## config.mk

```make
export PLATFORM = sky130hd
export DESIGN_NAME = pipe_hazard_ctrl
export DESIGN_NICKNAME = d
export VERILOG_FILES = /design/src/rtl/pipe_hazard_ctrl.sv
export SDC_FILE = /design/constraint.sdc
export NUM_CORES = 1
export LEC_CHECK = 0
export ABC_CLOCK_PERIOD_IN_PS = 2200
export BUFFER_PORTS_ARGS = -buffer_cell sky130_fd_sc_hd__buf_4
export CORE_MARGIN = 2
export CORE_UTILIZATION = 45
export DETAILED_ROUTE_END_ITERATION = 6
export GPL_ROUTABILITY_DRIVEN = 0
export PLACE_DENSITY = 0.79
export SETUP_SLACK_MARGIN = 0.1
export SLEW_MARGIN = 20
export SYNTH_ARGS = -nofsm -noshare
export SYNTH_HDL_FRONTEND = slang
export SYNTH_SLANG_ARGS = --single-unit
```

## constraint.sdc

```tcl
create_clock -name clk -period 2.2 [get_ports clk]
set_clock_uncertainty 0.2 [all_clocks]
set_input_delay 0.44 -clock clk [delete_from_list [all_inputs] [get_ports clk]]
set_output_delay 0.44 -clock clk [all_outputs]
set_load 0.005 [all_outputs]
```

## src/rtl/pipe_hazard_ctrl.sv

```systemverilog
// ============================================================================
//  Module   : pipe_hazard_ctrl
//  Purpose  : IF-stage / IF-ID sequencing: load-use stalls, EX redirects,
//             multi-cycle EX holds and instruction-memory wait handling.
//  Revision : 1.0  initial release
// ============================================================================
`default_nettype none

module pipe_hazard_ctrl #(
    parameter int ARCH_WIDTH   = 32,
    parameter int REG_ADDR_W   = 5,
    parameter int FLUSH_CYCLES = 1,
    parameter int IMEM_TIMEOUT = 16
) (
    input  logic                  clk,
    input  logic                  rst_n,
    input  logic [REG_ADDR_W-1:0] id_rs1,
    input  logic [REG_ADDR_W-1:0] id_rs2,
    input  logic                  id_uses_rs1,
    input  logic                  id_uses_rs2,
    input  logic [REG_ADDR_W-1:0] ex_rd,
    input  logic                  ex_mem_read,
    input  logic                  ex_busy,
    input  logic                  ex_redirect,
    input  logic [ARCH_WIDTH-1:0] ex_redirect_pc,
    input  logic                  imem_ready,
    output logic                  imem_req,
    output logic                  imem_abort,
    output logic                  pc_en,
    output logic                  pc_sel,
    output logic [ARCH_WIDTH-1:0] redirect_pc,
    output logic                  if_id_en,
    output logic                  if_stall,
    output logic                  flush,
    output logic                  id_ex_bubble,
    output logic                  err
);

    localparam int c_FCNT_W = (FLUSH_CYCLES > 1) ? $clog2(FLUSH_CYCLES) : 1;
    localparam int c_WCNT_W = $clog2(IMEM_TIMEOUT + 1);
    localparam bit c_HAS_FLUSH_STATE = (FLUSH_CYCLES > 1);
    localparam logic [c_FCNT_W-1:0] c_FLUSH_LOAD = c_FCNT_W'(FLUSH_CYCLES - 1);
    localparam logic [c_WCNT_W-1:0] c_TIMEOUT    = c_WCNT_W'(IMEM_TIMEOUT);

    typedef enum logic [2:0] {
        S_HOLD      = 3'd0,
        S_RUN       = 3'd1,
        S_FLUSH     = 3'd2,
        S_IMEM_WAIT = 3'd3,
        S_ERR       = 3'd4
    } state_t;

    state_t                r_state;
    state_t                w_state_nxt;
    logic [c_FCNT_W-1:0]   r_fcnt;
    logic [c_FCNT_W-1:0]   w_fcnt_nxt;
    logic [c_WCNT_W-1:0]   r_wcnt;
    logic [c_WCNT_W-1:0]   w_wcnt_nxt;
    logic [c_WCNT_W-1:0]   w_wcnt_inc;
    logic [ARCH_WIDTH-1:0] r_redirect_pc;
    logic                  r_err;

    logic w_lu;
    logic w_take_redirect;
    logic w_rpc_load;
    logic w_err_set;
    logic w_req;
    logic w_abort;
    logic w_pc_en;
    logic w_pc_sel;
    logic w_if_id_en;
    logic w_if_stall;
    logic w_flush;
    logic w_bubble;

    assign w_lu = ex_mem_read && (ex_rd != '0) &&
                  ((id_uses_rs1 && (id_rs1 == ex_rd)) ||
                   (id_uses_rs2 && (id_rs2 == ex_rd)));

    assign w_wcnt_inc = r_wcnt + 1'b1;

    // A redirect outranks everything in any fetching state except HOLD.
    assign w_take_redirect = ex_redirect &&
                             ((r_state == S_RUN) || (r_state == S_IMEM_WAIT) ||
                              (r_state == S_FLUSH));

    always_comb begin
        w_state_nxt = r_state;
        w_fcnt_nxt  = r_fcnt;
        w_wcnt_nxt  = r_wcnt;
        w_rpc_load  = 1'b0;
        w_err_set   = 1'b0;
        w_req       = 1'b0;
        w_abort     = 1'b0;
        w_pc_en     = 1'b0;
        w_pc_sel    = 1'b0;
        w_if_id_en  = 1'b0;
        w_if_stall  = 1'b0;
        w_flush     = 1'b0;
        w_bubble    = 1'b0;

        if (w_take_redirect) begin
            w_req      = 1'b1;
            w_pc_en    = 1'b1;
            w_pc_sel   = 1'b1;
            w_if_id_en = 1'b1;
            w_flush    = 1'b1;
            w_bubble   = 1'b1;
            w_abort    = (r_state == S_IMEM_WAIT);
            w_rpc_load = 1'b1;
            w_wcnt_nxt = '0;
            if (c_HAS_FLUSH_STATE) begin
                w_state_nxt = S_FLUSH;
                w_fcnt_nxt  = c_FLUSH_LOAD;
            end else begin
                w_state_nxt = S_RUN;
            end
        end else begin
            case (r_state)
                S_HOLD: begin
                    w_req       = 1'b1;
                    w_if_id_en  = 1'b1;
                    w_flush     = 1'b1;
                    w_state_nxt = S_RUN;
                end
                S_RUN, S_IMEM_WAIT: begin
                    w_req = 1'b1;
                    // ex_busy freezes everything, including the wait counter.
                    if (!ex_busy) begin
                        w_if_id_en = 1'b1;
                        if (w_lu) begin
                            w_if_stall = 1'b1;
                            w_bubble   = 1'b1;
                        end else if (!imem_ready) begin
                            w_flush = 1'b1;
                        end else begin
                            w_pc_en = 1'b1;
                        end

                        if (!imem_ready) begin
                            w_wcnt_nxt = w_wcnt_inc;
                            if (w_wcnt_inc == c_TIMEOUT) begin
                                w_state_nxt = S_ERR;
                                w_err_set   = 1'b1;
                            end else begin
                                w_state_nxt = S_IMEM_WAIT;
                            end
                        end else begin
                            w_wcnt_nxt  = '0;
                            w_state_nxt = S_RUN;
                        end
                    end
                end
                S_FLUSH: begin
                    w_req      = 1'b1;
                    w_if_id_en = 1'b1;
                    w_flush    = 1'b1;
                    w_pc_en    = imem_ready;
                    if (r_fcnt <= c_FCNT_W'(1)) begin
                        w_fcnt_nxt  = '0;
                        w_state_nxt = S_RUN;
                    end else begin
                        w_fcnt_nxt = r_fcnt - 1'b1;
                    end
                end
                S_ERR: begin
                    w_state_nxt = S_ERR;
                end
                default: begin
                    w_state_nxt = S_HOLD;
                end
            endcase
        end
    end

    always_ff @(posedge clk or negedge rst_n) begin
        if (!rst_n) begin
            r_state       <= S_HOLD;
            r_fcnt        <= '0;
            r_wcnt        <= '0;
            r_redirect_pc <= '0;
            r_err         <= 1'b0;
        end else begin
            r_state <= w_state_nxt;
            r_fcnt  <= w_fcnt_nxt;
            r_wcnt  <= w_wcnt_nxt;
            if (w_rpc_load) begin
                r_redirect_pc <= ex_redirect_pc;
            end
            if (w_err_set) begin
                r_err <= 1'b1;
            end
        end
    end

    // Outputs are forced low for as long as reset is held.
    assign imem_req     = rst_n & w_req;
    assign imem_abort   = rst_n & w_abort;
    assign pc_en        = rst_n & w_pc_en;
    assign pc_sel       = rst_n & w_pc_sel;
    assign if_id_en     = rst_n & w_if_id_en;
    assign if_stall     = rst_n & w_if_stall;
    assign flush        = rst_n & w_flush;
    assign id_ex_bubble = rst_n & w_bubble;
    assign redirect_pc  = r_redirect_pc;
    assign err          = r_err;

endmodule

`default_nettype wire

```

== Word-level counts from Yosys, hierarchy flattened ==
Index checks and enable logic that the tools add are counted.
Word-level totals
  RAM bits: 0
  memories: 0
  bits in registers: 42
  bits in latches: 0
  bits in read-only memories: 0
  word-level logic and storage cells: 82
Cells by class
  $lt $le $gt $ge: 1
  equality and inequality tests: 10
  reductions and logical operators: 17
  $mul: 0
  multiplexer cells: 38
  shift operators: 0
  add/subtract/negate cells: 2
  divide/modulo/power cells: 0
  bitwise gates (word level): 9
Operators by type and width (count)
  1-bit two-way mux: 25
  5-bit two-way mux: 4
  3-bit two-way mux: 5
  3-bit case mux with 4 select lines: 1
  5-bit equality test: 2
  1-bit bitwise AND: 8
  3-bit by 2-bit equality test with 1-bit output (second input constant): 2
  1-bit case mux with 2 select lines: 3
  2-bit AND reduction: 3
  5-bit by 1-bit adder with 5-bit output (second input constant): 1
  5-bit equality test (second input constant): 1
  1-bit logical AND: 5
  5-bit nonzero test: 1
  2-bit OR reduction: 2
  4-bit OR reduction: 1
  3-bit by 1-bit equality test with 1-bit output (second input constant): 1
  3-bit equality test (second input constant): 1
  3-bit zero test: 1
  1-bit logical OR: 3
  3-bit by 2-bit inequality test with 1-bit output (second input constant): 1
  3-bit inequality test (second input constant): 1
  2-bit by 1-bit inequality test with 1-bit output (second input constant): 1
  2-bit nonzero test: 1
  1-bit less-or-equal comparator (second input constant): 1
  2 further kinds: 2

== Depth between registers and ports, before layout ==
  depth in word-level cells: 9
  depth in mapped cells: 6

== Least setup slack after synthesis ==
Ideal clock, no wire load.
  path kind: input to output
  start: input ex_rd[1]
  end: output flush
  slack: 0.104 ns
  stages on the path: 4
  arrival: 1.456 ns
  cells stage by stage: or4_1 -> o21a_1 -> and2_4 -> o31ai_4
On the way
  word-level cells in the longest chain between the ends: 9
  elaborated cells on any way between the ends: 13
  classes of those cells: 2 x eq/ne; 4 x mux; 1 x bitwise; 6 x reduce/logical
Ends and longest elaborated chain
  from (decl): RTL line 21  | input logic [REG_ADDR_W-1:0] ex_rd,
  5-bit equality test, on equally long branches: RTL line 77, 78
  1-bit logical AND, on equally long branches: RTL line 77, 78
  1-bit logical OR: RTL line 77  | ((id_uses_rs1 && (id_rs1 == ex_rd)) ||
  1-bit logical AND *: RTL line 76  | assign w_lu = ex_mem_read && (ex_rd != '0) &&
  1-bit two-way mux *: RTL line 131  | if (w_lu) begin
  1-bit two-way mux *: RTL line 129  | if (!ex_busy) begin
  1-bit case mux with 2 select lines *: RTL line 119  | case (r_state)
  1-bit two-way mux *: RTL line 102  | if (w_take_redirect) begin
  1-bit bitwise AND *: RTL line 203  | assign flush = rst_n & w_flush;
  to (decl): RTL line 34  | output logic flush,
Mark *: on every way between the ends. The rest lies on a longest branch, timed or not.

== Worst setup path after layout ==
Ends and elaborated chain as after synthesis.

==> metrics.txt <==
utilization after layout 0.728; Compound-Gate Fraction of Synth Area 0.0798; maximum count of clock buffers along a single path 2; mux share of post-synthesis cell area 0.188; Final Hold Vio Count 0; sequential-to-total area share from yosys stat 0.536; # DRC 0; initial core utilization 0.471; Arrival @ worst endpoint 1.72 ns; Row Count 23; Final nets 325; CP delay by family, top simple AND/OR/NAND/NOR gates; Placed Instance Area 2740 um^2; vias per inst 5.19; CP Cell Sequence buf_6 -> or4_4 -> o21a_1 -> and2_4 -> o31ai_4 -> buf_4; WL per Instance 15.2 um; largest stage delay on the critical path 0.52 ns; number of buffer and inverter instances along the worst setup path 2; Worst Max-Slew Pin Slew 0.768 ns; CTS tree built; XOR/XNOR Fraction of Synth Area 0.0504; largest fanout on the critical path 3; die width 69.2 um; overall routing resource usage 0.205; flip-flop and latch count after synthesis 41; type of the worst setup path input pin to output pin; slowest cell on the critical path sky130_fd_sc_hd__or4_4; clock period minus final worst setup slack 2.36 ns; total internal power 0.00138 W; Final setup violation count 4; portion of the clock cycle consumed by the worst path in the final layout 1.07; startpoint types input pin; clock root buffer sky130_fd_sc_hd__clkbuf_8; fraction of power spent switching nets 0.230; leakage component of the power 1.42 nW; Comb power frac 0.206; area added between synthesis and finish 54.3%; number of synthesized flops with an enable pin 0; pin count of the biggest net entering global routing 35; number of distinct standard cells referenced by the synthesized netlist 36; clock transition at the registers of the reported paths 0.08 ns; number of port buffers 95; TritonRoute pass-1 iters 4; Detailed Place HPWL 3560 um; violations in the final reports setup timing; Synthesized Nets 211; vertical die dimension 69.2 um; grt ovf 0; Final Slew Violations 0; clock buffers created by TritonCTS 5; Max H-tree Level 2; highest clock rate 423 MHz; final non-filler cell area 2950 um^2; worst vdd rail ir drop 0.000588 V; Critical Path RT 1.56 ns; leading cell type in the layout, fill and taps excluded sky130_fd_sc_hd__buf_4; fraction of final layout cells with drive strength greater than 1 0.593; power per cell area 608 nW/um^2; final-layout worst hold slack 0.176 ns; largest family of logic cells by synthesized area multiplexers; number of antenna violations at the first check in global routing 0; endpoint class of the critical path output pin; yosys synthesis warning count 0; antenna-violating nets left 0; Netlist Area Pre-Place 1910 um^2; core footprint 4060 um^2; clock network fraction of design power 0.321; outcome finished, violations left; via count of the first global-routing pass 1712; relative slew slack 0.486; number of antenna cells inserted 0; clock sink count 41; via total after detailed routing 1649; switching power 0.000413 W; Avg Synthesized Cell Area 12.4 um^2; Min-Delay Path Class input pin to flip-flop; Die Footprint 4790 um^2; final setup margin -0.162 ns; total wire length 4830 um; count of mapped cells out of synthesis 154; unrepaired setup endpoints after global routing true; portion of total power attributed to sequential cells 0.473; main flop type after synthesis sky130_fd_sc_hd__dfrtp_1; I/O Pins 96; violation count after the first detailed-routing iteration 95; Synth Area in Simple Gates 0.112; share of flip-flops with an asynchronous set or reset 1.00; global-route wire length before repair 7900 um; synthesized-area fraction occupied by adder cells 0.0131; final std cells w/o fill 318; max-cap check violation count 0; top library cells by usage in the layout, fill and taps aside 104 x sky130_fd_sc_hd__buf_4, 41 x sky130_fd_sc_hd__dfrtp_1, 32 x sky130_fd_sc_hd__mux2_2; placed instance count 303; clk_lat worst skew 0.29 ns
[routing by layer]
layer  vias to the layer above  global-route usage  part of all wire
li1                        770                   -                 -
met2                        67               0.364              0.54
met5                         -                   0                 0
met3                        11              0.0640             0.066
met1                       801               0.230              0.37
met4                         0              0.0763             0.022
[cells in the mapped netlist, types with 2 or more instances]
cell,count,share of area
sky130_fd_sc_hd__o21ai_0,3,0.0078
sky130_fd_sc_hd__and2_1,2,0.0065
sky130_fd_sc_hd__a21oi_1,2,0.0052
sky130_fd_sc_hd__ha_1,2,0.013
sky130_fd_sc_hd__o21ai_1,5,0.013
sky130_fd_sc_hd__o22ai_1,2,0.0065
sky130_fd_sc_hd__xnor2_1,10,0.046
sky130_fd_sc_hd__dfrtp_1,41,0.54
sky130_fd_sc_hd__nor2_1,8,0.016
sky130_fd_sc_hd__buf_4,3,0.012
sky130_fd_sc_hd__mux2_2,32,0.19
sky130_fd_sc_hd__nor3b_1,2,0.0078
sky130_fd_sc_hd__inv_1,3,0.0059
sky130_fd_sc_hd__nand2_1,11,0.022
sky130_fd_sc_hd__nand3_1,3,0.0078
sky130_fd_sc_hd__nor2b_1,2,0.0065
sky130_fd_sc_hd__nor3_1,3,0.0078
sky130_fd_sc_hd__nand4_1,2,0.0065
[timing repair]
item,CTS,global route
resized for setup,7,3
setup endpoints to repair,7,11
hold buffers,3,0
cloned,0,0
pin swaps,3,4
setup buffers,4,1
hold endpoints to repair,15,0
[sequential cells by signal, indices dropped and copies added, names as in the netlist]
register     count
redirect_pc     32
r_wcnt           5
r_state          3
err              1
[cell families after synthesis]
kind of cell               after synthesis
buffers and inverters                    7
AOI/OAI and AO/OA                       21
DFF                                     41
xor gates and xnor gates                11
muxes                                   32
adders and majority gates                2
and+or+nand+nor                         40
[power by group through the flow]
| stage | Clock, W | Combinational [W] | Sequential (W) |
|---|---|---|---|
| 6_report | 0.000576 | 0.000370 | 0.000849 |
| 5_1_grt | 0.000629 | 0.000401 | 0.000857 |
| 4_1_cts | 0.000595 | 0.000373 | 0.000849 |
| 3_5_place_dp | 0 | 0.000356 | 0.000863 |
| 3_3_place_gp | 0 | 0.000347 | 0.000859 |
| 2_1_floorplan | 0 | 0.000118 | 0.000865 |
[stage by stage]
step	power [W]	setup TNS, ns	setup slack, ns
floorplan	0.000983	0	0.104
global placement	0.00121	-0.429	-0.173
detailed placement	0.00122	-0.446	-0.180
CTS	0.00182	-0.420	-0.148
global route	0.00189	-0.585	-0.184
finish	0.00179	-0.455	-0.162
[final cells by class]
class,count,area (um^2)
Tap cell,50,62.6
Multi-Input combinational cell,106,885
Inverter,3,11.3
Sequential cell,41,1030
Timing Repair Buffer,111,865
Clock inverter,2,35.0
Clock buffer,5,68.8
Fill cell,290,1100
[final timing paths]
check                                        from                     endpoint  slack [ns]  cells past startpoint
max in group asynchronous                   rst_n  redirect_pc[25]$_DFFE_PN0P_        0.59                      3
min reg2reg                       err$_DFFE_PN0P_              err$_DFFE_PN0P_        0.28                      1
min in group asynchronous                   rst_n        r_wcnt[2]$_DFFE_PN0P_        0.49                      3
max                                      ex_rd[1]                        flush       -0.16                      6
min                            ex_redirect_pc[21]  redirect_pc[21]$_DFFE_PN0P_        0.18                      2
max reg2reg                r_state[0]$_DFFE_PN0P_  redirect_pc[17]$_DFFE_PN0P_        0.21                      7
Power figures use the tool's default switching activity.
